$ cat src/rtl/sha256_pkg.sv
// Shared SHA-256 sequencer definitions: FSM state encoding, initial hash value
// and round count.
package sha256_pkg;

   typedef enum logic [2:0] {
      ST_IDLE     = 3'd0,
      ST_WAIT_BLK = 3'd1,
      ST_LOAD     = 3'd2,
      ST_ROUND    = 3'd3,
      ST_ADD      = 3'd4,
      ST_DONE     = 3'd5
   } seq_state_t;

   localparam int unsigned NUM_ROUNDS = 64;
   localparam logic [5:0]  LAST_ROUND = 6'(NUM_ROUNDS - 1);

   localparam logic [255:0] SHA256_IV = {
      32'h6a09e667, 32'hbb67ae85, 32'h3c6ef372, 32'ha54ff53a,
      32'h510e527f, 32'h9b05688c, 32'h1f83d9ab, 32'h5be0cd19
   };

   // One 32-bit lane of the chaining add; carries never cross lanes.
   function automatic logic [31:0] lane_add(input logic [31:0] x, input logic [31:0] y);
      return x + y;
   endfunction

endpackage

$ cat src/rtl/sha256_chain_add.sv
// Eight-lane word-wise modulo-2^32 adder that folds the compressed working
// variables back into the chaining value.
module sha256_chain_add
   import sha256_pkg::*;
(
   input  logic [255:0] chain,
   input  logic [255:0] comp,
   output logic [255:0] sum
);

   for (genvar i = 0; i < 8; i++) begin : g_lane
      assign sum[32*i +: 32] = lane_add(chain[32*i +: 32], comp[32*i +: 32]);
   end

endmodule

$ cat src/rtl/sha256_block_sequencer.sv
// Block-level control for a SHA-256 compression core: accepts message blocks,
// sequences load/64 rounds/chain add, and publishes the final digest.
module sha256_block_sequencer
   import sha256_pkg::*;
(
   input  logic         clock,
   input  logic         reset,
   input  logic         start,
   input  logic         abort,
   input  logic         blk_valid,
   input  logic         blk_last,
   output logic         blk_ready,
   output logic         init_load,
   output logic         round_en,
   output logic [5:0]   round_idx,
   input  logic [255:0] comp_state,
   output logic [255:0] chain_hash,
   output logic [255:0] digest,
   output logic         digest_valid,
   output logic         busy
);

   seq_state_t   state_r;
   logic         last_r;
   logic [5:0]   round_idx_r;
   logic [255:0] chain_hash_r;
   logic [255:0] digest_r;
   logic         blk_ready_r;
   logic         init_load_r;
   logic         round_en_r;
   logic         digest_valid_r;
   logic         busy_r;
   logic [255:0] sum_s;

   sha256_chain_add u_chain_add (
      .chain (chain_hash_r),
      .comp  (comp_state),
      .sum   (sum_s)
   );

   // Sequencer FSM; every output is registered alongside the state transition.
   always_ff @(posedge clock or negedge reset) begin
      if (!reset) begin
         state_r        <= ST_IDLE;
         last_r         <= 1'b0;
         round_idx_r    <= 6'd0;
         chain_hash_r   <= 256'd0;
         digest_r       <= 256'd0;
         blk_ready_r    <= 1'b0;
         init_load_r    <= 1'b0;
         round_en_r     <= 1'b0;
         digest_valid_r <= 1'b0;
         busy_r         <= 1'b0;
      end else if (abort) begin
         // Hash state is kept so a caller can still read the last chaining value.
         state_r        <= ST_IDLE;
         round_idx_r    <= 6'd0;
         blk_ready_r    <= 1'b0;
         init_load_r    <= 1'b0;
         round_en_r     <= 1'b0;
         digest_valid_r <= 1'b0;
         busy_r         <= 1'b0;
      end else begin
         case (state_r)
            ST_IDLE: begin
               if (start) begin
                  chain_hash_r <= SHA256_IV;
                  state_r      <= ST_WAIT_BLK;
                  blk_ready_r  <= 1'b1;
                  busy_r       <= 1'b1;
               end
            end
            ST_WAIT_BLK: begin
               if (blk_valid && blk_ready_r) begin
                  last_r      <= blk_last;
                  state_r     <= ST_LOAD;
                  blk_ready_r <= 1'b0;
                  init_load_r <= 1'b1;
               end
            end
            ST_LOAD: begin
               state_r     <= ST_ROUND;
               init_load_r <= 1'b0;
               round_en_r  <= 1'b1;
               round_idx_r <= 6'd0;
            end
            ST_ROUND: begin
               if (round_idx_r == LAST_ROUND) begin
                  state_r     <= ST_ADD;
                  round_en_r  <= 1'b0;
                  round_idx_r <= 6'd0;
               end else begin
                  round_idx_r <= round_idx_r + 6'd1;
               end
            end
            ST_ADD: begin
               chain_hash_r <= sum_s;
               if (last_r) begin
                  digest_r       <= sum_s;
                  digest_valid_r <= 1'b1;
                  state_r        <= ST_DONE;
               end else begin
                  blk_ready_r <= 1'b1;
                  state_r     <= ST_WAIT_BLK;
               end
            end
            ST_DONE: begin
               digest_valid_r <= 1'b0;
               busy_r         <= 1'b0;
               state_r        <= ST_IDLE;
            end
            default: begin
               state_r        <= ST_IDLE;
               round_idx_r    <= 6'd0;
               blk_ready_r    <= 1'b0;
               init_load_r    <= 1'b0;
               round_en_r     <= 1'b0;
               digest_valid_r <= 1'b0;
               busy_r         <= 1'b0;
            end
         endcase
      end
   end

   assign blk_ready    = blk_ready_r;
   assign init_load    = init_load_r;
   assign round_en     = round_en_r;
   assign round_idx    = round_idx_r;
   assign chain_hash   = chain_hash_r;
   assign digest       = digest_r;
   assign digest_valid = digest_valid_r;
   assign busy         = busy_r;

endmodule
$ cat config.mk
export PLATFORM = sky130hd
export DESIGN_NAME = sha256_block_sequencer
export DESIGN_NICKNAME = d
export VERILOG_FILES = /design/src/rtl/sha256_pkg.sv /design/src/rtl/sha256_chain_add.sv /design/src/rtl/sha256_block_sequencer.sv
export SDC_FILE = /design/constraint.sdc
export NUM_CORES = 1
export LEC_CHECK = 0
export BUFFER_PORTS_ARGS = -buffer_cell sky130_fd_sc_hd__buf_2
export CORE_AREA = 5 5 299 301
export DETAILED_ROUTE_END_ITERATION = 7
export DIE_AREA = 0 0 304 306
export GPL_ROUTABILITY_DRIVEN = 0
export GPL_TIMING_DRIVEN = 0
export PLACE_DENSITY_LB_ADDON = 0.12
export SLEW_MARGIN = 20
export SYNTH_ARGS = -nofsm -noshare
export SYNTH_HDL_FRONTEND = slang
export SYNTH_SLANG_ARGS = --single-unit
$ cat constraint.sdc
create_clock -name clock -period 8.4 [get_ports clock]
set_input_delay 0.84 -clock clock [delete_from_list [all_inputs] [get_ports clock]]
set_output_delay 0.84 -clock clock [all_outputs]
set_load 0.02 [all_outputs]
==> results of run 1 <==
flip-flops by register name, summed over array words and instances, names as in the netlist:
name / flops
state_r: 3
blk_ready: 1
digest_valid: 1
busy: 1
digest: 256
chain_hash: 256
last_r: 1
round_idx: 6
round_en: 1
init_load: 1
synthesized netlist by cell type, types with 12 or more instances:
cell type	n	area (µm²)
o22a_1	113	989.7
xnor2_1	165	1445
inv_1	54	202.7
o31ai_1	13	97.59
nor2_1	148	555.5
nand2_1	643	2414
a211oi_1	24	180.2
ha_1	249	3115
dfrtp_1	527	13190
a31oi_1	32	200.2
o21ai_0	142	710.7
and3_1	29	181.4
nand2b_1	21	131.4
xor2_1	60	525.5
o21a_1	27	202.7
nor3_1	30	150.1
o211ai_1	21	157.7
a21oi_1	269	1346
or3_1	12	75.07
nand3_1	47	235.2
o21bai_1	40	300.3
a21o_1	148	1111
a22o_1	101	884.6
mux2_2	66	743.2
and2_1	15	93.84
nor2b_1	30	187.7
o21ai_1	24	120.1
clkbuf_1	149	559.3
nand4_1	31	193.9
cell families after synthesis:
family | Yosys count | synth area share [%]
flip-flops | 527 | 40.92
multiplexers | 77 | 2.663
buffers and inverters | 217 | 2.543
XOR/XNOR | 225 | 6.115
AO/OA/AOI/OAI | 1079 | 23.20
adder cells (fa/ha/maj) | 257 | 10.16
AND/OR/NAND/NOR | 1059 | 14.39
through the flow:
step	hold slack [ns]	cells	power, W
2_1_floorplan	0.5393	3441	0.004500
3_3_place_gp	0.4468	5380	0.005370
3_5_place_dp	0.4567	5388	0.005390
4_1_cts	0.2365	5508	0.008700
5_1_grt	0.2743	5522	0.009052
6_report	0.2162	5529	0.008636
power by group through the flow:
stage	logic, W	clock network [W]	registers (W)
floorplan	0.00133	0	0.00317
global placement	0.00243	0	0.00294
detailed placement	0.00245	0	0.00294
CTS	0.00246	0.00334	0.00290
global route	0.00268	0.00345	0.00293
finish	0.00245	0.00328	0.00290
routing by layer:
layer / GRT usage (%) / routed length, µm
met1: 35.20 / 56670
met2: 47.74 / 65180
met3: 7.400 / 9959
met4: 9.909 / 4700
met5: 0 / 103
worst paths after layout:
path                                             start                      end  slack [ns]  cells after the start
max                        chain_hash[160]$_DFFE_PN0P_  digest[186]$_DFFE_PN0P_        4.67                     11
min                                              reset   digest[41]$_DFFE_PN0P_        0.22                      1
max reg2reg                chain_hash[160]$_DFFE_PN0P_  digest[186]$_DFFE_PN0P_        4.67                     11
min reg2reg                     digest[47]$_DFFE_PN0P_   digest[47]$_DFFE_PN0P_        0.47                      2
max in group asynchronous                        reset  digest[232]$_DFFE_PN0P_        6.40                      4
min in group clock              digest[47]$_DFFE_PN0P_   digest[47]$_DFFE_PN0P_        0.47                      2
final cells by class:
class / count / area (µm²) / area share [%]
Clock buffer: 93 / 2072 / 5.132
Antenna cell: 21 / 52.55 / 0.1302
Buffer: 163 / 635.6 / 1.574
Inverter: 54 / 202.7 / 0.5021
Sequential cell: 527 / 13190 / 32.67
Tap cell: 1155 / 1445 / 3.580
Timing Repair Buffer: 792 / 4115 / 10.19
Multi-Input combinational cell: 2697 / 18230 / 45.15
Clock inverter: 27 / 432.9 / 1.072
worst max-delay path: stages, from the launching register on:
cell,delay [ns]
dfrtp_1,0.40
ha_1,0.22
fa_1,0.41
a21o_1,0.23
a2111oi_2,0.47
o31ai_1,0.20
a31oi_1,0.42
o21ai_1,0.23
o21ai_1,0.43
o21ai_1,0.16
xor2_1,0.18
mux2_2,0.27
==> impl_results.md, run 1 <==
- Detail Placement HPWL: 107.4 mm
- Cell area after synthesis: 0.03223 mm²
- Final wirelength: 136.6 mm
- Clock share of power: 38.0%
- Crit end category: flip-flop
- Global-route wire length before repair: 200.3 mm
- Initial antenna violation count: 41
- Max Cap Viol: 0
- Die footprint: between 0.09 and 0.1 mm²
- Status: complete, no violations
- Switching power share of the total: 34.11%
- Hold-fix buffers, CTS: 0
- Worst Path Required: 8.90 ns
- Core Util, Final: 46.75%
- Rel. slew slack: 22.66%
- Placed cell area: 0.03781 mm²
- Post-route clock period utilization: 44.39%
- Combinational power share: around 28%
- Setup tns final: 0 ns
- Psw: 0.002945 W
- Sequential fraction of the synthesis area: 40.92%
- Synth Flop Type: dfrtp_1
- Final setup fails: 0
- CTS Buf Count: 67
- Post-synth EDFFs: 0
- Number of fillers in the final layout: 8607
- Min cycle time layout: 3.729 ns
- GRT Total Usage: 28.24%
- FF+latch count, synth: around 530
- Post-DRT Antenna Nets: 0
- Tightest Pin Transition: 1.160 ns
- Final hold violation count: 0
- I/O Pins: 785
- RSZ-0062 raised after global routing: no
- Die height: around 310 µm
- Fmax: 0.2682 GHz
- Syn nets: 3960
- Root buf cell: clkbuf_16
- Vias in the first global route: 30183
- Crit path launch type: flip-flop
- Final worst setup slack: 4.671 ns
- Max VDD drop: 133.6 µV
- Routed len/inst: 24.71 µm
- TritonCTS clock tree: yes
- Synth Area per Inst: roughly 9.4 µm²
- Setup WS pre-CTS: 4.138 ns
- CTS max path bufs: 3
- Initial DRC count: 2024
- Final Instance Area: 0.04037 mm²
- Sequential power share: approximately 34%
- Slew Limit Fails: 0
- Grt ovf: 0
- CP Max Fanout: 4
- Count of cell types in the netlist: 91
- Layout area overhead: 25.27%
- Later-pin clock latency in the skew report: 0.61 ns
- Fin nets: 4821
- Clk sinks: 527
- DRC viols: 0
- Port-buffer cells: 784
- Via count: 30192
- Largest net degree at the start of global routing: 88
- Core Area: around 0.086 mm²
- Number of buffers added for setup after CTS: 0
- Hold/Removal Path Class: in2async
- Internal power: 0.005690 W
- Crit Path Class: reg2reg
- Initial core utilization: between 30% and 40%
- Detailed Routing Iterations Pass 1: 5
- Asr flop ratio synth: 100.0%
- Rows: 108
- Routed vias/inst: ~5.5
- Worst-path clk slew: around 0.070 ns
- Most frequent cells in the layout: buf_2 (788), nand2_1 (643), dfrtp_1 (527)
- Share of cells above drive strength 1: 23.80%
- Post-Synthesis Cells: approximately 3400
- Clock Skew: 0.01898 ns
- Yosys warning count: 0
- H-tree levels: 3
- Cell Pwr Density: 213.9 mW/mm²
- Leading cell type in the layout, fill and taps excluded: buf_2
- Leakage power: 20.29 nW
- Post-CTS sizing: 0
- WP data arrival: ~4.2 ns
- Die Width: 304 µm
No activity file was read; power rests on OpenSTA's default activity.
==> inputs of run 2 (changes only) <==
--- a/config.mk
+++ b/config.mk
@@ -5,10 +5,11 @@
 export SDC_FILE = /design/constraint.sdc
 export NUM_CORES = 1
 export LEC_CHECK = 0
+export ABC_AREA = 1
 export BUFFER_PORTS_ARGS = -buffer_cell sky130_fd_sc_hd__buf_2
-export CORE_AREA = 5 5 299 301
+export CORE_AREA = 5 5 305 307
 export DETAILED_ROUTE_END_ITERATION = 7
-export DIE_AREA = 0 0 304 306
+export DIE_AREA = 0 0 310 312
 export GPL_ROUTABILITY_DRIVEN = 0
 export GPL_TIMING_DRIVEN = 0
 export PLACE_DENSITY_LB_ADDON = 0.12
==> constraint.sdc (replaced) <==
create_clock -name clock -period 3.7 [get_ports clock]
set_input_delay 0.37 -clock clock [delete_from_list [all_inputs] [get_ports clock]]
set_output_delay 0.37 -clock clock [all_outputs]
set_load 0.02 [all_outputs]
==> run 2 against run 1 <==
Effect of this change: routed wire length is 18% higher; area after synthesis is 17% higher; die area increased by 4.0%.
==> impl_results.md, run 2 <==
- Crit path launch type: flip-flop
- Core Area: 0.08974 mm² (+3.9%)
- Crit Path Class: reg2reg
- DRC viols: 0 (unchanged)
- Global-route wire length before repair: 236.9 mm (+18%)
- Post-Synthesis Cells: 5833 (+70%)
- Post-synth EDFFs: 0 (unchanged)
- CTS Buf Count: 67 (unchanged)
- Post-CTS sizing: 0 (unchanged)
- I/O Pins: 785 (unchanged)
- Slew Limit Fails: 0 (unchanged)
- Die footprint: 0.09672 mm² (+4.0%)
- CP Max Fanout: 10 (+6)
- Yosys warning count: 0 (unchanged)
- Top cells by area, synth: dfrtp_1 (35%), nand2_1 (25%), inv_1 (9.2%)
- Largest net degree at the start of global routing: 94 (+6.8%)
- Initial core utilization: 42.16% (+4.8 points)
- Simple-gate share of the synthesized area: 35.86% (+21 points)
- Later-pin clock latency in the skew report: 0.64 ns (+0.03 ns)
- Synth Area in XOR/XNOR: 3.033% (-3.1 points)
- Hold-fix buffers, CTS: 3 (+3)
- Hold/Removal Path Class: in2reg
- Root buf cell: clkbuf_16
- Rel. slew slack: 22.52% (-0.14 points)
- Die height: 312 µm (+2.0%)
- TritonCTS clock tree: yes
- Setup WS pre-CTS: 0.8769 ns (-3.261 ns)
- Port-buffer cells: 784 (unchanged)
- Share of cells above drive strength 1: 14.87% (-8.9 points)
- CP startpoint: state_r[0]$_DFFE_PN0P_
- Synth Flop Type: dfrtp_1
- Cell Pwr Density: 897.6 mW/mm² (+320%)
- Largest family of logic cells by synthesized area: simple AND/OR/NAND/NOR gates
- Routed vias/inst: 5.111 (-6.4%)
- Crit end category: flip-flop
- Number of fillers in the final layout: 9338 (+8.5%)
- Detail Placement HPWL: 131.0 mm (+22%)
- Final hold violation count: 0 (unchanged)
- Final worst setup slack: 0.9083 ns (-3.763 ns)
- Fmax: 0.3582 GHz (+34%)
- Top-count cell post-synth: nand2_1
- GRT Total Usage: 32.28% (+4.0 points)
- Fin nets: 7214 (+50%)
- Min cycle time layout: 2.792 ns (-0.9371 ns)
- Cell taking the most area after synthesis: dfrtp_1
- Final setup fails: 0 (unchanged)
- Leading cell type in the layout, fill and taps excluded: nand2_1
- Leakage power: 27.07 nW (+33%)
- Max Cap Viol: 0 (unchanged)
- FF+latch count, synth: 527 (unchanged)
- Reg area: 0.01319 mm² (unchanged)
- Most frequent cells in the layout: nand2_1 (2474), inv_1 (927), buf_2 (844)
- Count of cell types in the netlist: 39 (-57%)
- Asr flop ratio synth: 100.0% (unchanged)
- Worst hold start: blk_valid
- Worst Path Required: 4.15 ns (-4.75 ns)
- Tightest Pin Transition: 1.162 ns (+0.002056 ns)
- Placed cell area: 0.04341 mm² (+15%)
- Post-DRT Antenna Nets: 0 (unchanged)
- Adder-cell share of the synthesized area: 8.659% (-1.5 points)
- Cell area after synthesis: 0.03783 mm² (+17%)
- Max VDD drop: 452.2 µV (+240%)
- CTS max path bufs: 3 (unchanged)
- Post-synthesis compound-gate area fraction: 6.764% (-16 points)
- Layout area overhead: 20.90%
- Vias in the first global route: 38300 (+27%)
- WP data arrival: 3.24 ns (-0.99 ns)
- Crit Reg-Reg Startpoint: state_r[0]$_DFFE_PN0P_
- Number of buffers added for setup after CTS: 0 (unchanged)
- Rows: 110 (+1.9%)
- Clock Skew: 0.02743 ns (+0.008456 ns)
- List of most frequent post-synthesis cells: nand2_1 (2474), inv_1 (927), dfrtp_1 (527)
- Status: complete, no violations
- Clk sinks: 527 (unchanged)
- Post-route clock period utilization: 75.45% (+31 points)
- Sequential fraction of the synthesis area: 34.86% (-6.1 points)
- Via count: 40619 (+35%)
- Post-synthesis mux area share: 0.02977% (-2.6 points)
- Worst-path clk slew: 0.06 ns (about the same)
- H-tree levels: 3 (unchanged)
- Final wirelength: 161.8 mm (+18%)
- Syn nets: 6352 (+60%)
- Initial DRC count: 3678 (+82%)
- Detailed Routing Iterations Pass 1: 7 (+2)
- Multi-input gate area: 0.02056 mm² (+13%)
- Grt ovf: 0 (unchanged)
- Die Width: 310 µm (+2.0%)
- Routed len/inst: 20.36 µm (-18%)
- Synth Area per Inst: 6.486 µm² (-31%)
- Synth top area share: 34.86% (-6.1 points)
- Final Instance Area: 0.04574 mm² (+13%)
- Initial antenna violation count: 32 (-22%)
- RSZ-0062 raised after global routing: no
-- run 2: changes by cell type after synthesis, sizes merged, moves of 67 or more --
cell / delta
a22o: -97
a21oi: -84
nor2: +234
buf: +67
a21o: -138
nand2: +1834
o22a: -113
clkbuf: -118
inv: +877
nand3: +347
xnor2: -67
-- run 2: layer usage --
layer | wire length, µm | vias up | GRT usage [%]
li1 | - | 19721 | -
met2 | 71700 | 1762 | 51.03
met5 | 42 | - | 0
met1 | 66690 | 18805 | 42.15
met4 | 8979 | 6 | 15.82
met3 | 14420 | 325 | 6.758
-- run 2: path summary, 6_finish.rpt --
path,end,slack [ns],cells after the start
max,chain_hash[0]$_DFFE_PN0P_,0.91,9
min,init_load$_DFFE_PN0P_,0.04,3
max reg2reg,chain_hash[0]$_DFFE_PN0P_,0.91,9
min reg2reg,digest[149]$_DFFE_PN0P_,0.47,2
max in group asynchronous,digest[213]$_DFFE_PN0P_,1.76,5
min in group asynchronous,digest[90]$_DFFE_PN0P_,0.28,2
-- run 2: worst max-delay path: stages (launching register included) --
cell and delay [ns]:
dfrtp_1 0.40, inv_1 0.11, nand2_2 0.08, nor2_2 0.11, inv_2 0.07, nor2_4 0.17
buf_6 0.23, buf_2 0.34, clkbuf_1 0.89, a21oi_1 0.18
-- run 2: where the power goes --
group	internal (W)	switching, W	total, W	leakage (nW)
Clock	0.00396	0.00287	0.00683	1.10
Sequential	0.00795	0.00202	0.00996	6.65
Combinational	0.00769	0.0166	0.0243	19.3
-- run 2: metrics by stage --
| stage | hold slack, ns | setup TNS (ns) | std cells | power, W | utilization, % |
|---|---|---|---|---|---|
| detailed placement | 0.3560 | 0 | 7799 | 0.03385 | 48.37 |
| global placement | 0.4583 | -4746.74 | 7793 | 0.03367 | 48.17 |
| global route | 0.06111 | 0 | 7940 | 0.04413 | 50.95 |
| CTS | 0.001183 | 0 | 7923 | 0.04086 | 50.90 |
| floorplan | 0.07441 | 0 | 5833 | 0.02562 | - |
| finish | 0.04232 | 0 | 7947 | 0.04106 | 50.97 |
-- run 2: logic make-up (layout without fill, tap and decap cells) --
group                    Yosys count  after routing
AND/OR/NAND/NOR                 3390           3390
buffers and inverters           1043           1957
flip-flops                       527            527
AO/OA/AOI/OAI                    484            484
adder cells (fa/ha/maj)          257            257
XOR/XNOR                         131            131
multiplexers                       1              1
other                              0             24
-- run 2: area by class of cell --
cell class / count / share of cell area, %
timing repair buffer: 793 / 9.027
sequential: 527 / 28.83
buffer: 112 / 1.294
clock inverter: 36 / 0.8234
multi-input combinational: 4263 / 44.95
tap: 1176 / 3.217
antenna: 24 / 0.1313
inverter: 931 / 7.646
clock buffer: 85 / 4.079
==> inputs of run 3 (changes only) <==
==> constraint.sdc (replaced) <==
create_clock -name clock -period 2.24 [get_ports clock]
set_input_delay 0.224 -clock clock [delete_from_list [all_inputs] [get_ports clock]]
set_output_delay 0.224 -clock clock [all_outputs]
set_load 0.02 [all_outputs]
==> run 3 against run 2 <==
Effect of this change: critical path depth rose by 2; cell area grew 2.7%; maximum frequency up 26%; total power increased by 69%; critical endpoint is now chain_hash[30]$_DFFE_PN0P_; largest cell class unchanged.
==> impl_results.md, run 3 (synthesized netlist as in run 2, its figures left out) <==
- M1 WL: 67.12 mm (+0.64%)
- Die Width: 310 µm (unchanged)
- Routed len/inst: 20.46 µm (+0.48%)
- Final hold violation count: 0 (unchanged)
- Crit Path Class: reg2reg
- Initial DRC count: 3628 (-1.4%)
- Initial core utilization: 42.16% (unchanged)
- Port-buffer cells: 784 (unchanged)
- Internal power: 0.03328 W (+70%)
- PnR Total Power: 0.06940 W (+69%)
- RSZ-0062 raised after global routing: yes
- Rows: 110 (unchanged)
- Grt ovf: 0 (unchanged)
- Via count: 40711 (+0.23%)
- Number of fillers in the final layout: 9258 (-0.86%)
- Crit path launch type: flip-flop
- Setup WS pre-CTS: -0.5831 ns (-1.460 ns)
- I/O Pins: 785 (unchanged)
- Most frequent cells in the layout: nand2_1 (2421), inv_1 (925), buf_2 (816)
- Slew Limit Fails: 0 (unchanged)
- Layout area overhead: 24.14%
- Tightest Pin Transition: 0.8425 ns (-0.3197 ns)
- Hold/Removal Path Class: in2reg
- Root buf cell: clkbuf_16
- Psw: 0.03612 W (+68%)
- Vias in the first global route: 38426 (+0.33%)
- Post-route clock period utilization: 98.55% (+23 points)
- H-tree levels: 3 (unchanged)
- Switching power share of the total: 52.05% (-0.24 points)
- Max VDD drop: 747.0 µV (+65%)
- Final wirelength: 163.2 mm (+0.86%)
- TritonCTS clock tree: yes
- Detail Placement HPWL: 131.0 mm (unchanged)
- Fmax: 0.4530 GHz (+26%)
- Routed vias/inst: 5.104 (-0.15%)
- CTS Buf Count: 67 (unchanged)
- Largest net degree at the start of global routing: 94 (unchanged)
- Clk sinks: 527 (unchanged)
- Crit end category: flip-flop
- Core Area: 0.08974 mm² (unchanged)
- Top Metal Used: met5
- Status: complete, no violations
- Worst-path clk slew: 0.06 ns (about the same)
- Max Cap Viol: 0 (unchanged)
- Initial antenna violation count: 31 (-3.1%)
- Met3 Wirelength: 13.92 mm (-3.4%)
- Fin nets: 7242 (+0.39%)
- Rel. slew slack: 43.43% (+21 points)
- Final worst setup slack: 0.03243 ns (-0.8758 ns)
- Hold Worst Slack: 0.03608 ns (-0.006240 ns)
- Clock share of power: 16.2% (-0.4 points)
- Global-route wire length before repair: 237.3 mm (+0.20%)
- CTS max path bufs: 3 (unchanged)
- Leading cell type in the layout, fill and taps excluded: nand2_1
- Clock Skew: 0.02733 ns (-0.0001009 ns)
- Leakage power: 27.45 nW (+1.4%)
- DRC viols: 0 (unchanged)
- Worst Path Required: 2.76 ns (-1.39 ns)
- Share of cells above drive strength 1: 17.51% (+2.6 points)
- GRT Total Usage: 32.33% (+0.055 points)
- Min cycle time layout: 2.208 ns (-0.5842 ns)
- Combinational power share: 60.0% (+0.9 points)
- Die footprint: 0.09672 mm² (unchanged)
- Later-pin clock latency in the skew report: 0.64 ns (about the same)
- CP Max Fanout: 10 (unchanged)
- Sequential power share: 23.8% (-0.5 points)
- Post-DRT Antenna Nets: 0 (unchanged)
- Met2 WL post-DR: 72.42 mm (+1.0%)
- Final setup fails: 0 (unchanged)
- Cell Pwr Density: 1478 mW/mm² (+65%)
- Die height: 312 µm (unchanged)
- WP data arrival: 2.73 ns (-0.51 ns)
- Detailed Routing Iterations Pass 1: 8 (+1)
[run 3: changes by cell type in the layout (fill, tap and decap cells not counted), sizes merged]
cell,change
buf,+13
clkbuf,+3
diode,+2
dlygate4sd3,+12
[run 3: power groups by stage]
stage               logic, W  registers [W]  clock network [W]
floorplan             0.0223         0.0200                  0
CTS                   0.0400         0.0164             0.0114
global placement      0.0392         0.0164                  0
global route          0.0459         0.0168             0.0118
detailed placement    0.0395         0.0164                  0
finish                0.0416         0.0165             0.0113
[run 3: layer usage]
metal / track usage [%] / up-vias
met5: 0 / -
met4: 15.90 / 8
met3: 6.772 / 343
met2: 51.22 / 1656
met1: 42.10 / 18910
li1: - / 19794
[run 3: area by class of cell]
class | instances | area (µm²) | area share, %
Timing Repair Buffer | 822 | 4414 | 9.399
Tap cell | 1176 | 1471 | 3.133
Clock buffer | 85 | 1866 | 3.972
Antenna cell | 26 | 65.06 | 0.1385
Sequential cell | 527 | 13190 | 28.09
Buffer | 111 | 823.3 | 1.753
Clock inverter | 36 | 376.6 | 0.8019
Inverter | 931 | 3497 | 7.447
Multi-Input combinational cell | 4263 | 21260 | 45.27
[run 3: final timing paths]
| check | slack [ns] | cells past startpoint | start | endpoint |
|---|---|---|---|---|
| worst max register to register | 0.03 | 11 | state_r[0]$_DFFE_PN0P_ | chain_hash[30]$_DFFE_PN0P_ |
| min in group asynchronous | 0.13 | 2 | reset | digest[90]$_DFFE_PN0P_ |
| worst max-delay path | 0.03 | 11 | state_r[0]$_DFFE_PN0P_ | chain_hash[30]$_DFFE_PN0P_ |
| worst min register to register | 0.47 | 2 | digest[149]$_DFFE_PN0P_ | digest[149]$_DFFE_PN0P_ |
| worst min-delay path | 0.04 | 4 | comp_state[128] | digest[128]$_DFFE_PN0P_ |
| max in group asynchronous | 0.46 | 5 | reset | digest[213]$_DFFE_PN0P_ |
[run 3: critical path, cell delays in order, from the launching register on]
cell and delay (ns):
dfrtp_1 0.40, inv_2 0.09, nand2_2 0.08, nor2_4 0.10
inv_2 0.07, nor2_4 0.16, buf_12 0.13, buf_12 0.15
clkbuf_2 0.51, nand3_1 0.22, nand2_1 0.11, inv_1 0.04
[run 3: repair_timing]
item	4_1_cts	5_1_grt
pin swaps	4	16
hold buffers	15	0
buffers inserted	3	14
endpoints found under the setup margin	484	475
hold endpoints to repair	88	0
gates resized for setup	83	181
[run 3: stage by stage]
step	util (%)	instance area (µm²)	instances	TNS (ns)
5_1_grt	52.31	46940	7969	-0.5937
3_5_place_dp	48.37	43410	7799	-104.57
3_3_place_gp	48.17	43230	7793	-5540.54
6_report	52.33	46960	7977	0
4_1_cts	51.38	46100	7937	-0.02413
2_1_floorplan	-	37830	5833	0
